File: config.mk
export PLATFORM = sky130hd
export DESIGN_NAME = interface_sw_flat
export DESIGN_NICKNAME = d
export VERILOG_FILES = /design/src/rtl/interface_sw_pkg.sv /design/src/rtl/interface_sw_if.sv /design/src/rtl/interface_sw_debounce.sv /design/src/rtl/interface_sw.sv /design/src/flat_wrapper.sv
export SDC_FILE = /design/constraint.sdc
export NUM_CORES = 1
export LEC_CHECK = 0
export ABC_CLOCK_PERIOD_IN_PS = 3400
export CAP_MARGIN = 20
export CELL_PAD_IN_SITES_DETAIL_PLACEMENT = 0
export CELL_PAD_IN_SITES_GLOBAL_PLACEMENT = 1
export CORE_ASPECT_RATIO = 1.4
export CORE_MARGIN = 3
export CORE_UTILIZATION = 25
export CTS_CLUSTER_DIAMETER = 100
export CTS_CLUSTER_SIZE = 25
export DETAILED_ROUTE_END_ITERATION = 12
export GPL_ROUTABILITY_DRIVEN = 0
export PLACE_DENSITY = 0.57
export SLEW_MARGIN = 20
export SYNTH_ARGS = -nofsm -noshare
export SYNTH_HDL_FRONTEND = slang
export SYNTH_SLANG_ARGS = --single-unit
File: constraint.sdc
create_clock -name tck -period 3.4 [get_ports tck]
set_input_delay 0.51 -clock tck [delete_from_list [all_inputs] [get_ports tck]]
set_output_delay 0.51 -clock tck [all_outputs]
set_load 0.05 [all_outputs]
File: src/rtl/interface_sw_pkg.sv
// Shared definitions for the switch-reader virtual JTAG node: instruction codes and parameter defaults.
// Latency: n/a (definitions only).
// Backpressure: n/a (definitions only).
package interface_sw_pkg;

    localparam int SW_W               = 8;
    localparam int DEB_CYCLES_DEFAULT = 4;
    localparam int CNT_W_DEFAULT      = 8;

    typedef enum logic [1:0] {
        IR_BYPASS   = 2'b00,
        IR_READ_SW  = 2'b01,
        IR_READ_CNT = 2'b10,
        IR_CLR_CNT  = 2'b11
    } ir_t;

endpackage

File: src/rtl/interface_sw_if.sv
// Virtual JTAG hub <-> node signal bundle (serial data, instruction, DR-state qualifiers).
// Latency: n/a (wires only); tdo is combinational from the node.
// Backpressure: none, the hub paces every scan one bit per tck.
interface interface_sw_if;
    import interface_sw_pkg::*;

    logic tdi;
    ir_t  ir_in;
    logic v_cdr;
    logic v_sdr;
    logic udr;
    logic tdo;

    modport master (output tdi, ir_in, v_cdr, v_sdr, udr, input tdo);
    modport slave  (input tdi, ir_in, v_cdr, v_sdr, udr, output tdo);

endinterface

File: src/rtl/interface_sw_debounce.sv
// One switch bit: 2-flop synchronizer followed by a hold-time debouncer.
// Latency: new level accepted 2 + DEB_CYCLES tck edges after it first appears on sw_in.
// Backpressure: none; toggle is a single-cycle pulse on the edge stable flips.
module sw_debounce #(
    parameter int DEB_CYCLES = 4
) (
    input  logic tck,
    input  logic aclr_n,
    input  logic sw_in,
    output logic stable,
    output logic toggle
);

    localparam logic [7:0] CNT_LAST = 8'(DEB_CYCLES - 1);

    logic       sync_1;
    logic       sync_2;
    logic [7:0] cnt;

    // Flip happens on the edge where the mismatch has already lasted DEB_CYCLES-1 counts.
    assign toggle = (sync_2 != stable) && (cnt == CNT_LAST);

    // Two-stage synchronizer for the asynchronous switch level.
    always_ff @(posedge tck or negedge aclr_n) begin
        if (!aclr_n) begin
            sync_1 <= 1'b0;
            sync_2 <= 1'b0;
        end else begin
            sync_1 <= sw_in;
            sync_2 <= sync_1;
        end
    end

    // Count consecutive mismatch cycles; any agreement restarts the count.
    always_ff @(posedge tck or negedge aclr_n) begin
        if (!aclr_n) begin
            cnt    <= 8'd0;
            stable <= 1'b0;
        end else if (sync_2 == stable) begin
            cnt <= 8'd0;
        end else if (toggle) begin
            cnt    <= 8'd0;
            stable <= ~stable;
        end else begin
            cnt <= cnt + 8'd1;
        end
    end

endmodule

File: src/rtl/interface_sw.sv
// Virtual JTAG node exposing 8 debounced board switches and (INTERFACE_SW_EVTCNT_EN) a switch-change counter.
// Latency: capture on the v_cdr edge, one bit per v_sdr edge, tdo combinational from the selected DR LSB.
// Backpressure: none; debounce and counting run free of any scan activity.
module interface_sw
    import interface_sw_pkg::*;
#(
    parameter int DEB_CYCLES = DEB_CYCLES_DEFAULT,
    parameter int CNT_W      = CNT_W_DEFAULT
) (
    input  logic              tck,
    input  logic              aclr_n,
    interface_sw_if.slave     jtag,
    input  logic [SW_W-1:0]   sw,
    output logic [SW_W-1:0]   sw_stable
);

    logic [SW_W-1:0] toggle;
    logic [SW_W-1:0] sw_dr;
    logic            byp;
    logic            cap;
    logic            shf;
    logic            sel_byp;

    for (genvar g = 0; g < SW_W; g++) begin : g_deb
        sw_debounce #(.DEB_CYCLES(DEB_CYCLES)) u_deb (
            .tck    (tck),
            .aclr_n (aclr_n),
            .sw_in  (sw[g]),
            .stable (sw_stable[g]),
            .toggle (toggle[g])
        );
    end

    // Capture outranks shift when the hub asserts both.
    assign cap = jtag.v_cdr;
    assign shf = jtag.v_sdr && !jtag.v_cdr;

`ifdef INTERFACE_SW_EVTCNT_EN
    logic [CNT_W-1:0] evt_cnt;
    logic [CNT_W-1:0] cnt_dr;

    assign sel_byp = (jtag.ir_in == IR_BYPASS) || (jtag.ir_in == IR_CLR_CNT);

    // Saturating count of cycles with any accepted switch change; CLR_CNT update wins.
    always_ff @(posedge tck or negedge aclr_n) begin
        if (!aclr_n) begin
            evt_cnt <= '0;
        end else if (jtag.udr && (jtag.ir_in == IR_CLR_CNT)) begin
            evt_cnt <= '0;
        end else if ((|toggle) && (evt_cnt != {CNT_W{1'b1}})) begin
            evt_cnt <= evt_cnt + CNT_W'(1);
        end
    end

    // Count DR: snapshot of the pre-increment counter, then shift LSB first.
    always_ff @(posedge tck or negedge aclr_n) begin
        if (!aclr_n) begin
            cnt_dr <= '0;
        end else if (jtag.ir_in == IR_READ_CNT) begin
            if (cap) begin
                cnt_dr <= evt_cnt;
            end else if (shf) begin
                cnt_dr <= CNT_W'({jtag.tdi, cnt_dr} >> 1);
            end
        end
    end
`else
    logic unused_ok;

    // Without the counter, the upper instruction codes fall back to bypass.
    assign sel_byp   = (jtag.ir_in != IR_READ_SW);
    assign unused_ok = ^{toggle, jtag.udr};
`endif

    // Switch DR: snapshot of the debounced levels, then shift LSB first.
    always_ff @(posedge tck or negedge aclr_n) begin
        if (!aclr_n) begin
            sw_dr <= '0;
        end else if (jtag.ir_in == IR_READ_SW) begin
            if (cap) begin
                sw_dr <= sw_stable;
            end else if (shf) begin
                sw_dr <= {jtag.tdi, sw_dr[SW_W-1:1]};
            end
        end
    end

    // One-bit bypass register follows tdi during shift.
    always_ff @(posedge tck or negedge aclr_n) begin
        if (!aclr_n) begin
            byp <= 1'b0;
        end else if (shf && sel_byp) begin
            byp <= jtag.tdi;
        end
    end

    // Serial output from the LSB of whichever DR the instruction selects.
    always_comb begin
        jtag.tdo = byp;
        if (jtag.ir_in == IR_READ_SW) begin
            jtag.tdo = sw_dr[0];
        end
`ifdef INTERFACE_SW_EVTCNT_EN
        if (jtag.ir_in == IR_READ_CNT) begin
            jtag.tdo = cnt_dr[0];
        end
`endif
    end

endmodule

File: src/flat_wrapper.sv
// flat-port wrapper written by rule: the top's interface ports become plain ports
module interface_sw_flat import interface_sw_pkg::*;
#(
    parameter int DEB_CYCLES = DEB_CYCLES_DEFAULT,
    parameter int CNT_W      = CNT_W_DEFAULT
)
  (tck, aclr_n, sw, sw_stable, jtag_tdi, jtag_ir_in, jtag_v_cdr, jtag_v_sdr, jtag_udr, jtag_tdo);
  interface_sw_if jtag_i ();
  input  logic tck;
  input  logic aclr_n;
  input  logic [SW_W-1:0] sw;
  output logic [SW_W-1:0] sw_stable;
  input wire logic [$bits(jtag_i.tdi)-1:0] jtag_tdi;
  input wire logic [$bits(jtag_i.ir_in)-1:0] jtag_ir_in;
  input wire logic [$bits(jtag_i.v_cdr)-1:0] jtag_v_cdr;
  input wire logic [$bits(jtag_i.v_sdr)-1:0] jtag_v_sdr;
  input wire logic [$bits(jtag_i.udr)-1:0] jtag_udr;
  output wire logic [$bits(jtag_i.tdo)-1:0] jtag_tdo;
  assign jtag_i.tdi = jtag_tdi;
  assign jtag_i.ir_in = jtag_ir_in;
  assign jtag_i.v_cdr = jtag_v_cdr;
  assign jtag_i.v_sdr = jtag_v_sdr;
  assign jtag_i.udr = jtag_udr;
  assign jtag_tdo = jtag_i.tdo;
  interface_sw #(.DEB_CYCLES(DEB_CYCLES), .CNT_W(CNT_W)) u_core (.tck(tck), .aclr_n(aclr_n), .jtag(jtag_i), .sw(sw), .sw_stable(sw_stable));
endmodule
; Word level (Yosys, flattened, before mapping)
; Cells that the tools add are included.
[totals]
word_cells = 124
inputBits = 16
out_inout_bits = 9
regBits = 97
[classes]
eq_ne = 26
reduce_logical = 21
bitwise = 16
add_sub_neg = 8
mux = 19
[op_table]
columns = op, n
row1 = $mux W8, 18
row2 = $add A8 B1 Y8 const B, 8
row3 = $eq A8 B2 Y1 const B, 8
row4 = $reduce_and A2 Y1, 9
row5 = $not A1 Y1, 16
row6 = $logic_and A1 B1 Y1, 10
row7 = $eq A1 B1 Y1, 8
row8 = $ne A1 B1 Y1, 8
row9 = $eq A2 B1 Y1 const B, 1
row10 = $ne A2 B1 Y1 const B, 1
row11 = $reduce_bool A2 Y1, 1
row12 = $logic_not A1 Y1, 1
row13 = $mux W1, 1

; Depth between registers and ports, before layout
[logic_depth]
depth_word = 4
ltp_mapped = 4
mapped_depth_nobuf = 4

; Modules after synthesis
; From an unflattened synthesis, not the netlist that was laid out.
[hier_totals]
cells_unflattened = 376
hier_area_um2 = 4285.4
[by_module_without_submodules]
columns = module, cells_per_inst, instances, seq_area_each_um2, area_each_um2
row1 = sw_debounce, 43, 8, 275.3, 473.0
row2 = interface_sw, 32, 1, 225.2, 501.7

; Worst setup path before layout
; OpenSTA, ideal clock, no wires.
[synth_path]
path_type = input to output
from = input port jtag_ir_in[0]
to = output port jtag_tdo
t_required_ps = 2890
setup_slack_ps = 1720
n_path_buf = 0
stages = 2
arrival_ps = 1170
path_cell_list = nor2b_1 > mux2_2
[synth_via]
elab_chain_len = 2
[synth_lines]
columns = element, line
row1 = start: declaration, flat_wrapper.sv:14  ; input wire logic [$bits(jtag_i.ir_in)-1:0] jtag_ir_in;
row2 = $eq A2 B1 Y1, interface_sw.sv:100  ; if (jtag.ir_in == IR_READ_SW) begin
row3 = $mux W1, interface_sw.sv:100
row4 = end: declaration, flat_wrapper.sv:18  ; output wire logic [$bits(jtag_i.tdo)-1:0] jtag_tdo;
; No other way between the ends.

; Final worst setup path
; Ends and elaborated chain as after synthesis.

==> results list <==
- Before antenna repair, the detailed router went through 4 iterations.
* Cell taking the most area after synthesis: dfrtp_1
- Share of final-layout standard cells stronger than drive strength 1: 13.3%
* Clock sink count: 97
* Wire length of the first global-routing pass: ~13,000 microns
- The floorplan step set the die height to 162 microns.
- Proportion of synthesized flip-flops having asynchronous set or reset: 100%
* Number of flip-flops and latches in the synthesized netlist: 97
- For this design, the CTS-stage hold fixing added 0 buffers.
- Mapped Area: 4360 sq um
- Summed over all failing endpoints, the final setup total negative slack is 0 ps.
* Synth Area in Compound Gates: 8.13%
- Cell types occupying the most area after synthesis: dfrtp_1 56%, mux2_2 6.7%, ha_1 4.6%
- In the synthesized netlist, mux cells make up 6.72% of the area.
- Count of pins on the block boundary: 25
* Maximum frequency from static timing analysis: 0.367 GHz
- Synthesis produced a netlist with a net count of 417.
- The floorplan has 56 rows.
- Summed over all nets, the half-perimeter wirelength after detailed placement is 5230 microns.
- Summed over all nets, wire length on met3 after detailed routing comes to 219 microns.
* Total die area: between 15,000 and 20,000 sq um
* Number of buffers added on ports: 23
- Post-synthesis adder-cell area fraction: around 4.6%
- Maximum buffer depth of the clock tree: 2
- The initial antenna violation count was 0.
* Number of cells produced by synthesis: 385
- The commonest cells after synthesis are 97 x dfrtp_1, 45 x nor2_1, 32 x nand3_1.
- Dividing the synthesized area by the synthesized cell count gives 11.3 sq um.
- Fraction of the yosys area taken by sequential cells: 55.7%
- Top Metal Used: met4
* Reg2reg path depth: 4
- The number of clock buffers added by TritonCTS is 9.
* Pin slew with the least headroom to its limit: 528 ps
* Routed via count: 2,885
- The clock arrives with 6.57 ps of skew.
* Cell at the root of the clock tree: clkbuf_16
* Power density over cell area: 689 nW/um^2
* Largest fanout on the critical path: 3
- Setup violations remaining at the end of the flow were counted as 0.
* Total GRT Usage: 8.49%
* Post-route minimum period: 2720 ps
- Post-CTS Setup Inserts: 0
- The endpoint identified for the worst register-to-register timing path is u_core.g_deb[3].u_deb.cnt[2].
- Measured along the x axis, the die boundary spans 118 microns.
- After detailed routing, the average wire length per cell comes to 11.7 microns.
- Yosys instantiated no cell more often than dfrtp_1.
* Largest net degree at the start of global routing: 98
* Required time worst endpoint: 2890 ps
* Outcome: completed
- Worst hold-check path type: input port to asynchronous set/reset pin
- # DRC: 0
- Final WL: 7550 microns
* Pwr Total: 3510 uW
* CP Capture Type: primary output
- During synthesis, Yosys emitted a total of 0 warnings.
- Setup repair after global routing missed its margin: no
* R2r startpoint: u_core.g_deb[3].u_deb.cnt[0]
* Core outline area: 17,000 sq um
- Final nets: 442
- Type of the worst setup path: input port to primary output
- Relative to the synthesized area, the layout overhead comes to 17.0%.
* Most frequently used flop master after synthesis: dfrtp_1
- CTS tree: done
- After clock tree synthesis, the repair step resized 0 gates.
- Leak: 0.00208 uW
* Post-synth EDFFs: 0
* Simple-gate portion of the synthesized area: 15.8%
* Total of max-cap violations: 0
- The number of antenna diodes in the final layout is 0.
* # H-tree levels: 3
- Of the total synthesized cell area, the portion taken by XOR and XNOR cells is 6.43%.
- Data arrives at the worst endpoint at approximately 2200 ps.
- Headroom to the max-slew limit came out at 64.7%.
- For this block, wires on met1 add up to ~3300 microns.
- The worst-case IR drop observed on VDD is 0.275 mV.
* Final count of pins violating max slew: 0
- Length of routed met2 wiring: 3850 microns
- Avg Vias per Cell: 4.46
- Effective utilization at floorplan: 25.7%
- Initial drt markers: a little over 70
- After clock tree synthesis, the clock-pin slew on the worst setup and hold paths is roughly 60 ps.
* Hold Fails Final Rpt: 0
- Count of unique library cells instantiated by Yosys: 27
- Remaining antenna violation count after routing: 0
- STA classifies the critical path startpoint as an input port.
* Vias in the first global route: 2,880
* Fraction of post-synthesis cell area in the top cell type by area: 55.7%
* Dominant combinational cell family by area after synthesis: simple AND/OR/NAND/NOR gates
- Final worst path period share: between 80% and 90%
- For this run the aggregate overflow at the end of global routing stands at 0.
- Worst skew pair latency: 340 ps
* FF-to-FF setup slack: about 1600 ps
-- routing by layer --
| layer | up-vias | track usage (%) |
|---|---|---|
| li1 | 1400 | - |
| met1 | 1437 | 10.2 |
| met2 | 34 | 14.8 |
| met3 | 14 | 1.95 |
| met4 | 0 | 3.47 |
| met5 | - | 0 |
-- sequential cells by signal, summed over array words and instances (netlist names) --
register and cells:
u_core.g_deb.u_deb.sync_1 8, u_core.g_deb.u_deb.cnt 64, u_core.g_deb.u_deb.sync_2 8, u_core.byp 1, u_core.g_deb.u_deb.stable 8, u_core.sw_dr 8
-- metrics by stage --
stage	cell area [sq um]	util, %	hold WS [ps]	cells	setup WS [ps]
after floorplan	4360	-	214	385	1720
after global placement	4830	28.5	333	631	658
after detailed placement	4830	28.5	335	631	667
after CTS	5100	30.1	258	647	663
after global routing	5100	30.1	268	647	613
final	5100	30.1	232	647	677
-- layout make-up --
class / count / area (sq um)
sequential: 97 / 2430
tap: 232 / 290
multi-input combinational: 266 / 1820
fill: 1806 / 11900
clock inverter: 7 / 46.3
inverter: 12 / 45.0
clock buffer: 9 / 225
timing repair buffer: 24 / 248
-- cells in the final DEF, fill, tap and decap left out, drive strengths merged --
cell type / Yosys / final
dfrtp: 97 / 97
nor2: 45 / 45
nand3: 32 / 32
mux2: 26 / 26
o21ai: 24 / 24
or3: 24 / 24
a21oi: 24 / 24
clkdlybuf4s50: 0 / 22
xor2: 17 / 17
ha: 16 / 16
xnor2: 15 / 15
nand2: 13 / 13
inv: 12 / 13
clkbuf: 1 / 9
nand4: 8 / 8
nor4: 7 / 7
a31o: 5 / 5
clkinvlp: 0 / 3
clkinv: 0 / 3
or4b: 2 / 2
o41ai: 2 / 2
buf: 9 / 2
nor4b: 1 / 1
nor3: 1 / 1
a21o: 1 / 1
nor2b: 1 / 1
nor3b: 1 / 1
o21a: 1 / 1
-- power breakdown --
part	total [uW]	switching (uW)	internal, uW	leakage [uW]
combinational	977	548	428	0.000689
clock	931	436	494	0.000128
sequential	1610	241	1360	0.00127
total	3510	1230	2290	0.00208
-- critical path: stages --
cell and delay (ps):
clkdlybuf4s50_1 440, nor2b_1 200, mux2_2 360, clkdlybuf4s50_1 700
-- logic make-up after synthesis --
| logic type | after synthesis |
|---|---|
| adders and majority gates | 16 |
| buffers and inverters | 22 |
| xor gates and xnor gates | 32 |
| AOI/OAI and AO/OA | 57 |
| muxes | 26 |
| and+or+nand+nor | 135 |
| DFF | 97 |
-- worst max path at each step --
stage                to  depth (start not counted)          start  slack [ps]
5_1_grt        jtag_tdo                          4  jtag_ir_in[0]         610
6_report       jtag_tdo                          4  jtag_ir_in[0]         680
2_1_floorplan  jtag_tdo                          2  jtag_ir_in[0]        1720
3_3_place_gp   jtag_tdo                          4  jtag_ir_in[0]         660
3_5_place_dp   jtag_tdo                          4  jtag_ir_in[0]         670
4_1_cts        jtag_tdo                          4  jtag_ir_in[0]         660
No activity file was read; power rests on OpenSTA's default activity.
